===== src/rtl/pc_seq_pkg.sv =====
// Shared encodings for the program-counter sequencer: FSM state codes and
// the per-cycle PC update selection.
package pc_seq_pkg;

   typedef enum logic [1:0] {
      S_IDLE  = 2'd0,
      S_RUN   = 2'd1,
      S_STALL = 2'd2,
      S_HALT  = 2'd3
   } state_t;

   typedef enum logic [2:0] {
      SEL_NONE = 3'd0,
      SEL_JMP  = 3'd1,
      SEL_BR   = 3'd2,
      SEL_INC  = 3'd3,
      SEL_HOLD = 3'd4
   } sel_t;

endpackage


===== src/rtl/pc_reg.sv =====
// Program-counter register: loadable WIDTH-bit flop with asynchronous
// active-low reset to the reset vector.
module pc_reg #(
   parameter int               WIDTH     = 32,
   parameter logic [WIDTH-1:0] RESET_VEC = 32'h0040_0000
) (
   input  logic             CLK,
   input  logic             RST_n,
   input  logic             load,
   input  logic [WIDTH-1:0] d,
   output logic [WIDTH-1:0] q
);

   always_ff @(posedge CLK or negedge RST_n) begin
      if (!RST_n)
         q <= RESET_VEC;
      else if (load)
         q <= d;
   end

endmodule


===== src/rtl/pc_sequencer.sv =====
// Program-counter sequencer: start/run/stall/halt FSM, jump/branch
// arbitration with registered acks, target alignment and misalign flag.
module pc_sequencer
   import pc_seq_pkg::*;
#(
   parameter int               WIDTH     = 32,
   parameter logic [WIDTH-1:0] RESET_VEC = 32'h0040_0000,
   parameter int               INC       = 4
) (
   input  logic             CLK,
   input  logic             RST_n,
   input  logic             start,
   input  logic             halt,
   input  logic             stall,
   input  logic             jmp_req,
   input  logic [WIDTH-1:0] jmp_addr,
   input  logic             br_req,
   input  logic [WIDTH-1:0] br_addr,
   output logic             jmp_ack,
   output logic             br_ack,
   output logic [WIDTH-1:0] pc,
   output logic             pc_valid,
   output logic [1:0]       state,
   output logic             misalign
);

   localparam logic [WIDTH-1:0] INC_W    = WIDTH'(INC);
   localparam logic [WIDTH-1:0] LOW_MASK = INC_W - WIDTH'(1);

   state_t           state_q, state_d;
   sel_t             sel;
   logic             restart;
   logic             jmp_ok, br_ok;
   logic             pc_load;
   logic [WIDTH-1:0] pc_d;

   function automatic logic [WIDTH-1:0] align_tgt(input logic [WIDTH-1:0] a);
      return a & ~LOW_MASK;
   endfunction

   function automatic logic off_grid(input logic [WIDTH-1:0] a);
      return |(a & LOW_MASK);
   endfunction

   // A requester seeing its ack this cycle is still dropping req; skip it.
   assign jmp_ok = jmp_req & ~jmp_ack;
   assign br_ok  = br_req & ~br_ack;

   always_comb begin
      state_d = state_q;
      sel     = SEL_NONE;
      restart = 1'b0;
      case (state_q)
         S_IDLE, S_HALT: begin
            if (start) begin
               state_d = S_RUN;
               restart = 1'b1;
            end
         end
         S_RUN: begin
            if (halt)
               state_d = S_HALT;
            else if (jmp_ok)
               sel = SEL_JMP;
            else if (br_ok)
               sel = SEL_BR;
            else if (stall) begin
               state_d = S_STALL;
               sel     = SEL_HOLD;
            end else
               sel = SEL_INC;
         end
         S_STALL: begin
            if (halt)
               state_d = S_HALT;
            else if (!stall)
               state_d = S_RUN;
         end
         default: state_d = S_IDLE;
      endcase
   end

   always_comb begin
      pc_d    = pc;
      pc_load = 1'b1;
      case (sel)
         SEL_JMP: pc_d = align_tgt(jmp_addr);
         SEL_BR:  pc_d = align_tgt(br_addr);
         SEL_INC: pc_d = pc + INC_W;
         default: pc_load = 1'b0;
      endcase
      if (restart) begin
         pc_d    = RESET_VEC;
         pc_load = 1'b1;
      end
   end

   always_ff @(posedge CLK or negedge RST_n) begin
      if (!RST_n) begin
         state_q  <= S_IDLE;
         jmp_ack  <= 1'b0;
         br_ack   <= 1'b0;
         pc_valid <= 1'b0;
         misalign <= 1'b0;
      end else begin
         state_q  <= state_d;
         jmp_ack  <= (sel == SEL_JMP);
         br_ack   <= (sel == SEL_BR);
         pc_valid <= (sel == SEL_JMP) || (sel == SEL_BR) || (sel == SEL_INC);
         if (restart)
            misalign <= 1'b0;
         else if (((sel == SEL_JMP) && off_grid(jmp_addr)) ||
                  ((sel == SEL_BR) && off_grid(br_addr)))
            misalign <= 1'b1;
      end
   end

   pc_reg #(
      .WIDTH     (WIDTH),
      .RESET_VEC (RESET_VEC)
   ) u_pc_reg (
      .CLK   (CLK),
      .RST_n (RST_n),
      .load  (pc_load),
      .d     (pc_d),
      .q     (pc)
   );

   assign state = state_q;

endmodule


===== config.mk =====
export PLATFORM = sky130hd
export DESIGN_NAME = pc_sequencer
export DESIGN_NICKNAME = d
export VERILOG_FILES = /design/src/rtl/pc_seq_pkg.sv /design/src/rtl/pc_reg.sv /design/src/rtl/pc_sequencer.sv
export SDC_FILE = /design/constraint.sdc
export NUM_CORES = 1
export LEC_CHECK = 0
export CORE_MARGIN = 2
export CORE_UTILIZATION = 49
export CTS_BUF_LIST = sky130_fd_sc_hd__clkbuf_4 sky130_fd_sc_hd__clkbuf_8
export DETAILED_ROUTE_END_ITERATION = 10
export GPL_TIMING_DRIVEN = 0
export PLACE_DENSITY = 0.9
export REMOVE_ABC_BUFFERS = 1
export SETUP_SLACK_MARGIN = 0.3
export SYNTH_ARGS = -nofsm -noshare
export SYNTH_HDL_FRONTEND = slang
export SYNTH_SLANG_ARGS = --single-unit
export TNS_END_PERCENT = 20

===== constraint.sdc =====
create_clock -name CLK -period 5.56 [get_ports CLK]
set_input_delay 1.112 -clock CLK [delete_from_list [all_inputs] [get_ports CLK]]
set_output_delay 1.112 -clock CLK [all_outputs]
set_load 0.05 [all_outputs]

; Yosys cells after proc, flatten, opt, wreduce, memory -nomap -nowiden
; Cells that the tools add are included.
[word_totals]
register_bits = 38
input_bits = 71
word_cells = 57
[classes]
add_sub_neg = 1
n_eq_ne = 11
mux = 21
bitwise = 4
reduce_logical = 14
[ops]
columns = op, count
row1 = $pmux 32 s3, 1
row2 = $add 32x3->32 const B, 1
row3 = $mux 32, 1
row4 = $mux 3, 5
row5 = $mux 2, 7
row6 = $ne 3x3->1 const B, 4
row7 = $eq 3x2->1 const B, 2
row8 = $mux 1, 6
row9 = $pmux 2 s3, 1
row10 = $reduce_or 2->1, 3
row11 = $reduce_and 5->1, 1
row12 = $eq 2x2->1 const B, 2
row13 = $reduce_bool 4->1, 1
row14 = $eq 3x1->1 const B, 1
row15 = $logic_or 1x1->1, 3
row16 = $reduce_or 3->1, 1
row17 = $and 1x1->1, 2
row18 = $eq 2x1->1 const B, 1
row19 = $logic_and 1x1->1, 2
row20 = $logic_not 2->1, 1
row21 = $ne 2x2->1 const B, 1
row22 = $not 1->1, 2
row23 = $reduce_and 2->1, 1
row24 = $reduce_bool 2->1, 1

; Longest topological paths before layout
; Gate-level depths: netlist of run 1.
[depth]
word_depth = 11
ltp_mapped = 10
depth_no_buf = 8

; By module
; Synthesis of run 1 repeated with hierarchy kept, for this count alone.
[unflattened]
cells_unflattened = 332
hier_area_um2 = 3111.7
[by_module_without_submodules]
columns = module, instances, cells_per_inst, area_each_um2, seq_area_each_um2
row1 = pc_sequencer, 1, 264, 1765.4, 150.1
row2 = pc_reg, 1, 68, 1346.3, 802.0

; Worst setup path after synthesis of run 1
; OpenSTA, ideal clock, no wires.
[synth_path]
path_kind = input-to-reg
startpoint = input br_req
endpoint = register u_pc_reg.q[29]
setup_ps = 70
t_arrival_ps = 2388
t_required_ps = 5490
slack_ps = 3102
stages = 6
n_path_buf = 1
cell_sequence = and2b_2 -> nor4_4 -> nand2_1 -> buf_2 -> or3_1 -> nand3_1
[synth_via]
elab_chain_len = 10
[synth_lines]
columns = element, line
row1 = start: declaration, pc_sequencer.sv:17  ; input logic br_req,
row2 = $and 1x1->1 *, pc_sequencer.sv:47  ; assign br_ok = br_req & ~br_ack;
row3 = $mux 3 *, pc_sequencer.sv:65  ; else if (br_ok)
row4 = $mux 3 *, pc_sequencer.sv:63  ; else if (jmp_ok)
row5 = $mux 3 *, pc_sequencer.sv:61  ; if (halt)
row6 = $mux 3 *, pc_sequencer.sv:53  ; case (state_q)
row7 = $eq 3x1->1 / $eq 3x2->1 (equally long branches), pc_sequencer.sv:86  ; case (sel)
row8 = $reduce_or 3->1 (no line), -
row9 = $mux 1, pc_sequencer.sv:86
row10 = $mux 1, pc_sequencer.sv:92  ; if (restart) begin
row11 = $reduce_and 2->1 (no line), -
row12 = end signal: assignment, pc_reg.sv:16  ; q <= RESET_VEC;
row13 = end signal: assignment, pc_reg.sv:18  ; q <= d;
row14 = end: declaration, pc_reg.sv:11  ; output logic [WIDTH-1:0] q
; Mark *: on every way between the ends. The rest lies on a longest branch, timed or not.
; A chain may end at the register's enable or synchronous reset.

; Worst setup path in the final report of run 1
[layout_path]
startpoint = input halt
endpoint = register u_pc_reg.q[23]
[layout_via]
elab_chain_len = 7
[layout_lines]
columns = element, line
row1 = start: declaration, pc_sequencer.sv:13  ; input logic halt,
row2 = $mux 3 *, pc_sequencer.sv:61
row3 = $mux 3 *, pc_sequencer.sv:53
row4 = $eq 3x1->1 / $eq 3x2->1 (equally long branches), pc_sequencer.sv:86
row5 = $reduce_or 3->1 (no line), -
row6 = $mux 1, pc_sequencer.sv:86
row7 = $mux 1, pc_sequencer.sv:92
row8 = $reduce_and 2->1 (no line), -
; Marked as above.

==> metrics.csv, run 1 <==
metric;value;unit
transition time at the pin with the least slew margin;1.211;ns
Die X;78.75;µm
FP Rows;27;
Post-Route Skew;0.008013;ns
number of search-and-repair iterations in the first detailed-routing pass;5;
end point of the worst hold path;misalign;
dominant cell by count in the synthesized netlist;sky130_fd_sc_hd__dfrtp_1;
Lkg Pwr;1.531;nW
routed len/inst;18.73;µm
number of hold buffers added after CTS;0;
detailed placement HPWL;6497;µm
overall die area;0.006201;mm²
largest vdd supply drop;333.6;µV
vias in the first global route;3045;
switching part of the total;0.5188;
placeable core region;0.005439;mm²
clock network power share;0.128;
crit path launch type;primary input;
aggregate global-route resource usage;0.2915;
number of clock buffers inserted by TritonCTS;5;
num ports;109;
vertical die dimension;78.75;µm
CP Class;in2reg;
root buffer selected by CTS;sky130_fd_sc_hd__clkbuf_8;
share of flip-flops with an asynchronous set or reset;1.000;
Crit Reg-Reg Startpoint;state[1];
commonest register cell after synthesis;sky130_fd_sc_hd__dfrtp_1;
critical path buffer and inverter count;1;
Slowest cell on crit path;sky130_fd_sc_hd__nand4_1;
GPL Wtd Cong;0.8852;
YS warnings;0;
syn_area_per_cell;8.296;µm²
crit end category;flip-flop;
Unique masters post-synth;63;
Max-Cap Viols;0;
remaining routing DRC violations;0;
worst-skew pair later-pin latency;0.30;ns
routed vias;3300;
top cells by count, synth;sky130_fd_sc_hd__dfrtp_1 (35), sky130_fd_sc_hd__nand2_1 (34), sky130_fd_sc_hd__nor2_1 (32), sky130_fd_sc_hd__o21ai_0 (22), sky130_fd_sc_hd__a21oi_1 (19);
total power after layout;1.679;mW
number of cells after detailed placement;492;
cell taking the most area after synthesis;sky130_fd_sc_hd__dfrtp_1;
number of instances on the worst hold path;2;
Worst Path Arrival;4.30;ns
slack of the worst reg-to-reg path;2.08;ns
unrepaired setup endpoints after global routing;no;
largest fanout on the critical path;29;
Bufs on Longest Clock Path;2;
Sum Neg Setup Slack;0;ns
fraction of layout cells with a size suffix above 1;0.06776;
post-layout minimum cycle time;4.079;ns
count of buffers inserted at the top-level ports;106;
# Post-CTS Setup Buffers;0;
Period Utilization, post-route;0.7337;
wire length of the first global-routing pass;14510;µm
number of endpoints with negative hold slack in the final report;0;
PostCTS Resize Cnt;0;
Reg-to-Reg End;u_pc_reg.q[23];
register bit count reported by yosys;36;
Congestion Overflow GR;0;
H-tree Lvls;2;
fin cells;500;
initial core utilization;0.5033;
cell count of the worst reg-to-reg path;7;
top area cells in the synthesized netlist;sky130_fd_sc_hd__dfrtp_1 (32%), sky130_fd_sc_hd__a22oi_1 (4.7%), sky130_fd_sc_hd__nand2_1 (4.7%), sky130_fd_sc_hd__nor2_1 (4.4%), sky130_fd_sc_hd__o21ai_0 (4.0%);
worst hold slack;0.5548;ns
post-synth top area share;0.3199;
status;finished, final reports clean;
Power per Cell Area;427.8;mW/mm²
Gate Count Post-Synth;330;
pin count of the biggest net entering global routing;37;
violation count after the first detailed-route iteration;402;
Slew headroom;0.1903;
cell internal power dissipation;0.8079;mW
data required time at the worst endpoint;5.78;ns
startpoint of the worst hold path;misalign;
Vias per Instance;6.600;
clock-pin transition on the worst setup and hold timing paths;0.07;ns
clock tree from TritonCTS;done;
Area Overhead vs Synth;43.37;%
worst path cell trace;clkdlybuf4s50_1, nor2b_1, nand4_1, nor2_1, a21oi_1, o21ai_1;
maximum clock rate;245.1;MHz
Post-Route WL;9366;µm
antenna violations before repair;0;
Final Max Tran Viols;0;
Gate power share;0.580;
gate family responsible for the most delay along the worst path;simple AND/OR/NAND/NOR gates;
Final #Nets;501;
fraction of the yosys area taken by sequential cells;0.3295;
clock sink count;36;
Sequential Power Share;0.292;
number of inserted diodes;0;
largest stage delay on the critical path;1.08;ns
Post-Syn Area;0.002738;mm²
EDFF count, synth;0;
Tightest Hold Check Type;reg2reg;
final setup fails;0;
post-route antenna net violation count;0;
Psw;0.8711;mW
[power groups by stage]
stage,registers (mW),clock network [mW],logic (mW)
after floorplan,0.748,0,0.338
after global placement,0.482,0,0.927
after detailed placement,0.486,0,0.959
after CTS,0.483,0.214,0.963
after global routing,0.502,0.224,1.02
final,0.491,0.215,0.973
[kinds of logic (layout without fill, tap and decap cells)]
group           count (synthesis)  in the layout  synth area share
flops                          36             36            0.3295
buf+inv                        29            126           0.05256
fa+ha+maj                       3              3           0.01371
xor+xnor                        1              1          0.003200
other cells                     1              2          0.001370
simple gates                  143            143            0.2870
compound gates                116            116            0.3090
mux                             1              1          0.003656
[worst max-delay path by stage]
stage                     from              to  slack, ns  depth (start not counted)
after floorplan           halt  u_pc_reg.q[15]       2.51                          4
after global placement    halt  u_pc_reg.q[25]       1.35                          6
after detailed placement  halt  u_pc_reg.q[23]       1.33                          6
after CTS                 halt  u_pc_reg.q[23]       1.60                          6
after global routing      halt  u_pc_reg.q[23]       1.33                          6
final                     halt  u_pc_reg.q[23]       1.48                          6
[worst register-to-register path: cells and delay by family (launching register included)]
family	cells	cell delay, ns
AO/OA/AOI/OAI	2	0.29
buffers and inverters	1	0.10
adder cells (fa/ha/maj)	1	0.21
AND/OR/NAND/NOR	3	2.42
flip-flops	1	0.40
[cell type report]
type	instances	area, µm²
Timing Repair Buffer	107	1084
Multi-Input combinational cell	266	1702
Sequential cell	36	902.1
Fill cell	409	1514
Tap cell	72	90.09
Inverter	11	43.79
Clock buffer	8	103.9
[per-stage QoR]
step	cell area (µm²)	util	setup WS, ns
2_1_floorplan	2641	-	2.515
3_3_place_gp	3792	0.6973	1.353
3_5_place_dp	3821	0.7026	1.334
4_1_cts	3925	0.7216	1.600
5_1_grt	3925	0.7216	1.325
6_report	3925	0.7216	1.481
[layer usage]
metal	global-route usage	wire length (µm)
met1	0.3692	3648
met5	0	0
met2	0.4906	4502
met3	0.06364	998
met4	0.1035	216
[flip-flops by register name, indices dropped and copies added, names as in the netlist]
name / cells
br_ack: 1
misalign: 1
state: 2
jmp_ack: 1
pc_valid: 1
u_pc_reg.q: 30
[placed cells by master, fill, tap and decap left out, types with 2 or more instances in the layout]
master,netlist,routed
sky130_fd_sc_hd__a211o_1,2,2
sky130_fd_sc_hd__a21oi_1,19,19
sky130_fd_sc_hd__a221o_1,3,3
sky130_fd_sc_hd__a222oi_1,2,2
sky130_fd_sc_hd__a22o_1,9,9
sky130_fd_sc_hd__a22oi_1,17,17
sky130_fd_sc_hd__a311oi_1,2,2
sky130_fd_sc_hd__a31oi_1,6,6
sky130_fd_sc_hd__and3_1,4,4
sky130_fd_sc_hd__clkbuf_8,0,7
sky130_fd_sc_hd__clkdlybuf4s50_1,0,105
sky130_fd_sc_hd__conb_1,1,2
sky130_fd_sc_hd__dfrtp_1,35,35
sky130_fd_sc_hd__ha_1,3,3
sky130_fd_sc_hd__inv_1,9,9
sky130_fd_sc_hd__nand2_1,34,34
sky130_fd_sc_hd__nand2b_1,6,6
sky130_fd_sc_hd__nand3_1,13,13
sky130_fd_sc_hd__nand4_1,15,15
sky130_fd_sc_hd__nor2_1,32,32
sky130_fd_sc_hd__nor3_1,15,15
sky130_fd_sc_hd__nor3_2,3,2
sky130_fd_sc_hd__nor4_1,4,4
sky130_fd_sc_hd__nor4_4,2,2
sky130_fd_sc_hd__o21ai_0,22,22
sky130_fd_sc_hd__o21ai_1,4,4
sky130_fd_sc_hd__o221ai_1,5,5
sky130_fd_sc_hd__o22a_1,3,3
sky130_fd_sc_hd__o22ai_1,4,4
sky130_fd_sc_hd__o2bb2ai_1,2,2
sky130_fd_sc_hd__o31a_1,2,2
sky130_fd_sc_hd__o41ai_1,3,3
sky130_fd_sc_hd__or3_1,3,3
sky130_fd_sc_hd__or4_4,2,2
(Power assumes the default switching activity.)
==> run 2: changes to the inputs <==
Settings changed: CORE_UTILIZATION 49 to 41, PLACE_DENSITY 0.9 to 0.8.
Clock period 5.56 ns to 3.5 ns, I/O delays scaled along.
==> metrics.csv, run 2 (synthesis results as in run 1) <==
metric;value;unit
status;finished, final reports clean;
crit end category;flip-flop;
final setup fails;0;
worst-skew pair later-pin latency;0.29;ns
post-layout util;0.6174;
detailed placement HPWL;6706;µm
violation count after the first detailed-route iteration;291;
clock sink count;36;
Period Utilization, post-route;0.8652;
antenna violations before repair;0;
Slew headroom;0.4031;
placeable core region;0.006386;mm²
number of clock buffers inserted by TritonCTS;5;
Lkg Pwr;1.535;nW
slack of the worst reg-to-reg path;0.66;ns
maximum clock rate;330.2;MHz
fraction of layout cells with a size suffix above 1;0.07193;
routed len/inst;18.47;µm
data required time at the worst endpoint;3.71;ns
largest register by flop count;u_pc_reg.q;
number of search-and-repair iterations in the first detailed-routing pass;5;
max reg flops;30;
H-tree Lvls;2;
most common library cell in the layout ignoring fill and taps;sky130_fd_sc_hd__clkdlybuf4s50_1;
Crit Reg-Reg Startpoint;state[1];
area of the multi-input gates;0.001717;mm²
most used cells in the layout excluding fill and tap cells;sky130_fd_sc_hd__clkdlybuf4s50_1 (105), sky130_fd_sc_hd__dfrtp_1 (35), sky130_fd_sc_hd__nand2_1 (34), sky130_fd_sc_hd__nor2_1 (32), sky130_fd_sc_hd__o21ai_0 (22);
Post-Route WL;9381;µm
transition time at the pin with the least slew margin;0.8932;ns
register area;902.1;µm²
routed vias;3217;
Final Max Tran Viols;0;
largest vdd supply drop;402.1;µV
Congestion Overflow GR;0;
post-route antenna net violation count;0;
post-layout minimum cycle time;3.028;ns
crit path launch type;primary input;
Final #Nets;504;
number of inserted diodes;0;
initial core utilization;0.4287;
aggregate global-route resource usage;0.2574;
number of endpoints with negative hold slack in the final report;0;
final instance area;0.003943;mm²
wire length of the first global-routing pass;15120;µm
Max-Cap Viols;0;
clock-pin transition on the worst setup and hold timing paths;0.07;ns
overall die area;0.007347;mm²
Bufs on Longest Clock Path;2;
Power per Cell Area;671.7;mW/mm²
num ports;109;
Tightest Hold Check Type;in2async;
vias in the first global route;3060;
Worst Path Arrival;3.24;ns
CP Class;in2reg;
number of cells after detailed placement;497;
Die X;85.72;µm
root buffer selected by CTS;sky130_fd_sc_hd__clkbuf_8;
Vias per Instance;6.333;
FP Rows;29;
GPL Wtd Cong;0.8880;
unrepaired setup endpoints after global routing;yes;
fin cells;508;
cell count of the worst reg-to-reg path;7;
Area Overhead vs Synth;44.01;%
remaining routing DRC violations;0;
vertical die dimension;85.72;µm
largest fanout on the critical path;14;
Reg-to-Reg End;u_pc_reg.q[4];
Post-Route Skew;0.006229;ns
Post-Place Cell Area;0.003815;mm²
count of buffers inserted at the top-level ports;106;
clock tree from TritonCTS;done;
total power after layout;2.648;mW
layout filler cell count;590;
pin count of the biggest net entering global routing;37;
Sum Neg Setup Slack;0;ns
-- run 2: changes by cell type in the layout (fill, tap and decap cells not counted) --
cell and change:
sky130_fd_sc_hd__clkbuf_4 +1, sky130_fd_sc_hd__o211ai_2 -1, sky130_fd_sc_hd__buf_8 +1, sky130_fd_sc_hd__o211ai_4 +1, sky130_fd_sc_hd__clkbuf_8 -1, sky130_fd_sc_hd__nand4_1 +1, sky130_fd_sc_hd__buf_4 +2, sky130_fd_sc_hd__buf_16 -1
-- run 2: layout make-up --
type	count	area share
well taps	77	0.02444
multi-input cells	267	0.4354
clock buffers	8	0.02475
flip-flops and latches	36	0.2288
inverters	11	0.01111
repair buffers	109	0.2755
-- run 2: how the worst max path moves through the flow --
stage             start  slack (ns)  depth (start not counted)        endpoint
2_1_floorplan  state[0]        0.60                          5  u_pc_reg.q[15]
3_3_place_gp       halt       -0.28                          6  u_pc_reg.q[25]
3_5_place_dp       halt       -0.39                          6  u_pc_reg.q[25]
4_1_cts            halt        0.33                          6  u_pc_reg.q[19]
5_1_grt            halt        0.26                          6  u_pc_reg.q[10]
6_report           halt        0.47                          6   u_pc_reg.q[4]
-- run 2: what timing repair did --
action	in CTS	in global routing
endpoints found under the setup margin	24	13
hold buffers	0	0
pin swaps	1	0
setup buffers	2	0
hold endpoints to repair	0	0
cloned	1	0
resized for setup	0	1
-- run 2: through the flow --
| step | hold slack [ns] | setup WS (ns) |
|---|---|---|
| after floorplan | 0.4044 | 0.6004 |
| after global placement | 0.5247 | -0.2818 |
| after detailed placement | 0.5323 | -0.3851 |
| after CTS | 0.5419 | 0.3333 |
| after global routing | 0.5644 | 0.2628 |
| final | 0.5109 | 0.4718 |
-- run 2: power breakdown --
| part | switching (mW) | internal, mW | total [mW] |
|---|---|---|---|
| Clock | 0.155 | 0.176 | 0.331 |
| Combinational | 1.00 | 0.539 | 1.54 |
| Sequential | 0.217 | 0.556 | 0.773 |
| Total | 1.38 | 1.27 | 2.65 |
-- run 2: worst max-delay path: stages --
cell and delay, ns:
sky130_fd_sc_hd__clkdlybuf4s50_1 0.47, sky130_fd_sc_hd__nor2b_1 0.70, sky130_fd_sc_hd__nand4_1 0.76, sky130_fd_sc_hd__o21ai_0 0.39, sky130_fd_sc_hd__nand2_1 0.08, sky130_fd_sc_hd__a21oi_1 0.14
-- run 2: routing by layer --
layer / part of all wire / global-route usage / vias up
li1: - / - / 1483
met1: 0.41 / 0.3299 / 1547
met2: 0.49 / 0.4375 / 161
met3: 0.078 / 0.05679 / 26
met4: 0.020 / 0.07215 / 0
met5: 0 / 0 / -
==> run 3: changes to the inputs <==
Settings changed: CORE_MARGIN 2 to not set.
==> metrics.csv, run 3 (synthesis results as in run 1) <==
metric;value;unit
status;finished, final reports clean;
Worst Path Arrival;3.30;ns
Slowest cell on crit path;sky130_fd_sc_hd__o211ai_2;
wire length on met2;4411;µm
Final #Nets;504;
number of clock buffers inserted by TritonCTS;5;
data required time at the worst endpoint;3.68;ns
unrepaired setup endpoints after global routing;yes;
Area Overhead vs Synth;45.11;%
max reg flops;30;
worst path cell trace;clkdlybuf4s50_1, nor2b_1, o211ai_2, a22oi_1, a21oi_1, or3_1;
routed vias;3194;
routed len/inst;17.78;µm
number of endpoints with negative hold slack in the final report;0;
maximum clock rate;320.6;MHz
H-tree Lvls;2;
post-layout minimum cycle time;3.119;ns
worst hold slack;0.4961;ns
number of hold buffers added after CTS;0;
Met3 Routed Length;753;µm
Slew headroom;0.2150;
Max-Cap Viols;0;
vertical die dimension;83.72;µm
Critical Path Source;halt;
GPL Wtd Cong;0.8857;
most common library cell in the layout ignoring fill and taps;sky130_fd_sc_hd__clkdlybuf4s50_1;
transition time at the pin with the least slew margin;1.174;ns
setup slack after placement;-0.3419;ns
num ports;109;
placeable core region;0.006386;mm²
overall die area;0.007008;mm²
final instance area;0.003973;mm²
detailed placement HPWL;6380;µm
Die X;83.72;µm
total power after layout;2.694;mW
PostCTS Resize Cnt;0;
Vias per Instance;6.287;
remaining routing DRC violations;0;
pin count of the biggest net entering global routing;37;
clock tree from TritonCTS;done;
violation count after the first detailed-route iteration;280;
clock-pin transition on the worst setup and hold timing paths;0.07;ns
number of search-and-repair iterations in the first detailed-routing pass;5;
antenna violations before repair;0;
crit path launch type;primary input;
highest routed layer;met4;
Power per Cell Area;678.1;mW/mm²
largest stage delay on the critical path;0.67;ns
Final Max Tran Viols;0;
Post-Route WL;9034;µm
CP Class;in2reg;
largest register by flop count;u_pc_reg.q;
final setup fails;0;
layout filler cell count;567;
Tightest Hold Check Type;in2async;
vias in the first global route;3017;
initial core utilization;0.4287;
Final WS setup;0.3811;ns
most used cells in the layout excluding fill and tap cells;sky130_fd_sc_hd__clkdlybuf4s50_1 (105), sky130_fd_sc_hd__dfrtp_1 (35), sky130_fd_sc_hd__nand2_1 (34), sky130_fd_sc_hd__nor2_1 (32), sky130_fd_sc_hd__o21ai_0 (22);
largest fanout on the critical path;25;
Post-Route Skew;0.006726;ns
root buffer selected by CTS;sky130_fd_sc_hd__clkbuf_8;
Post-Place Cell Area;0.003827;mm²
Period Utilization, post-route;0.8911;
FP Rows;29;
Bufs on Longest Clock Path;2;
Congestion Overflow GR;0;
crit end category;flip-flop;
Lkg Pwr;1.550;nW
wire length of the first global-routing pass;14750;µm
number of inserted diodes;0;
aggregate global-route resource usage;0.2611;
largest vdd supply drop;421.9;µV
fraction of layout cells with a size suffix above 1;0.07193;
worst-skew pair later-pin latency;0.30;ns
post-route antenna net violation count;0;
clock sink count;36;
count of buffers inserted at the top-level ports;106;
met1 WL;3673;µm
Crit Reg-Reg Startpoint;state[1];
post-layout util;0.6221;
==> run 3: cell count changes in the layout (fill, tap and decap cells not counted), sizes merged <==
cell / previous run / this run
bufinv: 0 / 1
clkbuf: 8 / 6
clkinv: 0 / 1
==> run 3: where the power goes <==
group / switching (mW) / internal [mW]
sequential: 0.221 / 0.556
combinational: 0.994 / 0.543
clock: 0.160 / 0.219
total: 1.38 / 1.32
==> run 3: final timing paths <==
check | depth (start not counted) | to | slack (ns)
max in group asynchronous | 1 | u_pc_reg.q[28] | 2.45
worst min-delay path | 1 | u_pc_reg.q[7] | 0.50
worst max register to register | 7 | u_pc_reg.q[19] | 0.55
worst min register to register | 2 | misalign | 0.54
worst max-delay path | 6 | u_pc_reg.q[19] | 0.38
min in group CLK | 2 | misalign | 0.54
==> run 3: layout make-up <==
type	count	area (µm²)	share of cell area
Multi-Input combinational cell	267	1708	0.4299
Timing Repair Buffer	109	1111	0.2797
Sequential cell	36	902.1	0.2271
Clock buffer	6	76.32	0.01921
Tap cell	77	96.34	0.02425
Inverter	11	43.79	0.01102
Clock inverter	2	35.03	0.008819
==> run 3: worst max-delay path: cells and delay by family <==
kind                   cells  cell delay (ns)
AO/OA/AOI/OAI              3             1.10
buffers and inverters      1             0.48
AND/OR/NAND/NOR            2             1.00
==> run 3: what timing repair did <==
item / 4_1_cts / 5_1_grt
setup endpoints to repair: 23 / 15
gates cloned: 1 / 0
pin swaps: 1 / 1
buffers inserted: 0 / 2
==> run 3: per-stage QoR <==
step                      setup TNS [ns]  cells
after floorplan                        0    313
after global routing                   0    508
after global placement            -2.527    496
after detailed placement          -4.915    497
final                                  0    508
after CTS                              0    506
==> run 3: layer usage <==
layer / global-route usage / vias up
li1: - / 1484
met1: 0.3262 / 1506
met2: 0.4494 / 181
met3: 0.05045 / 23
met4: 0.08937 / 0
met5: 0 / -
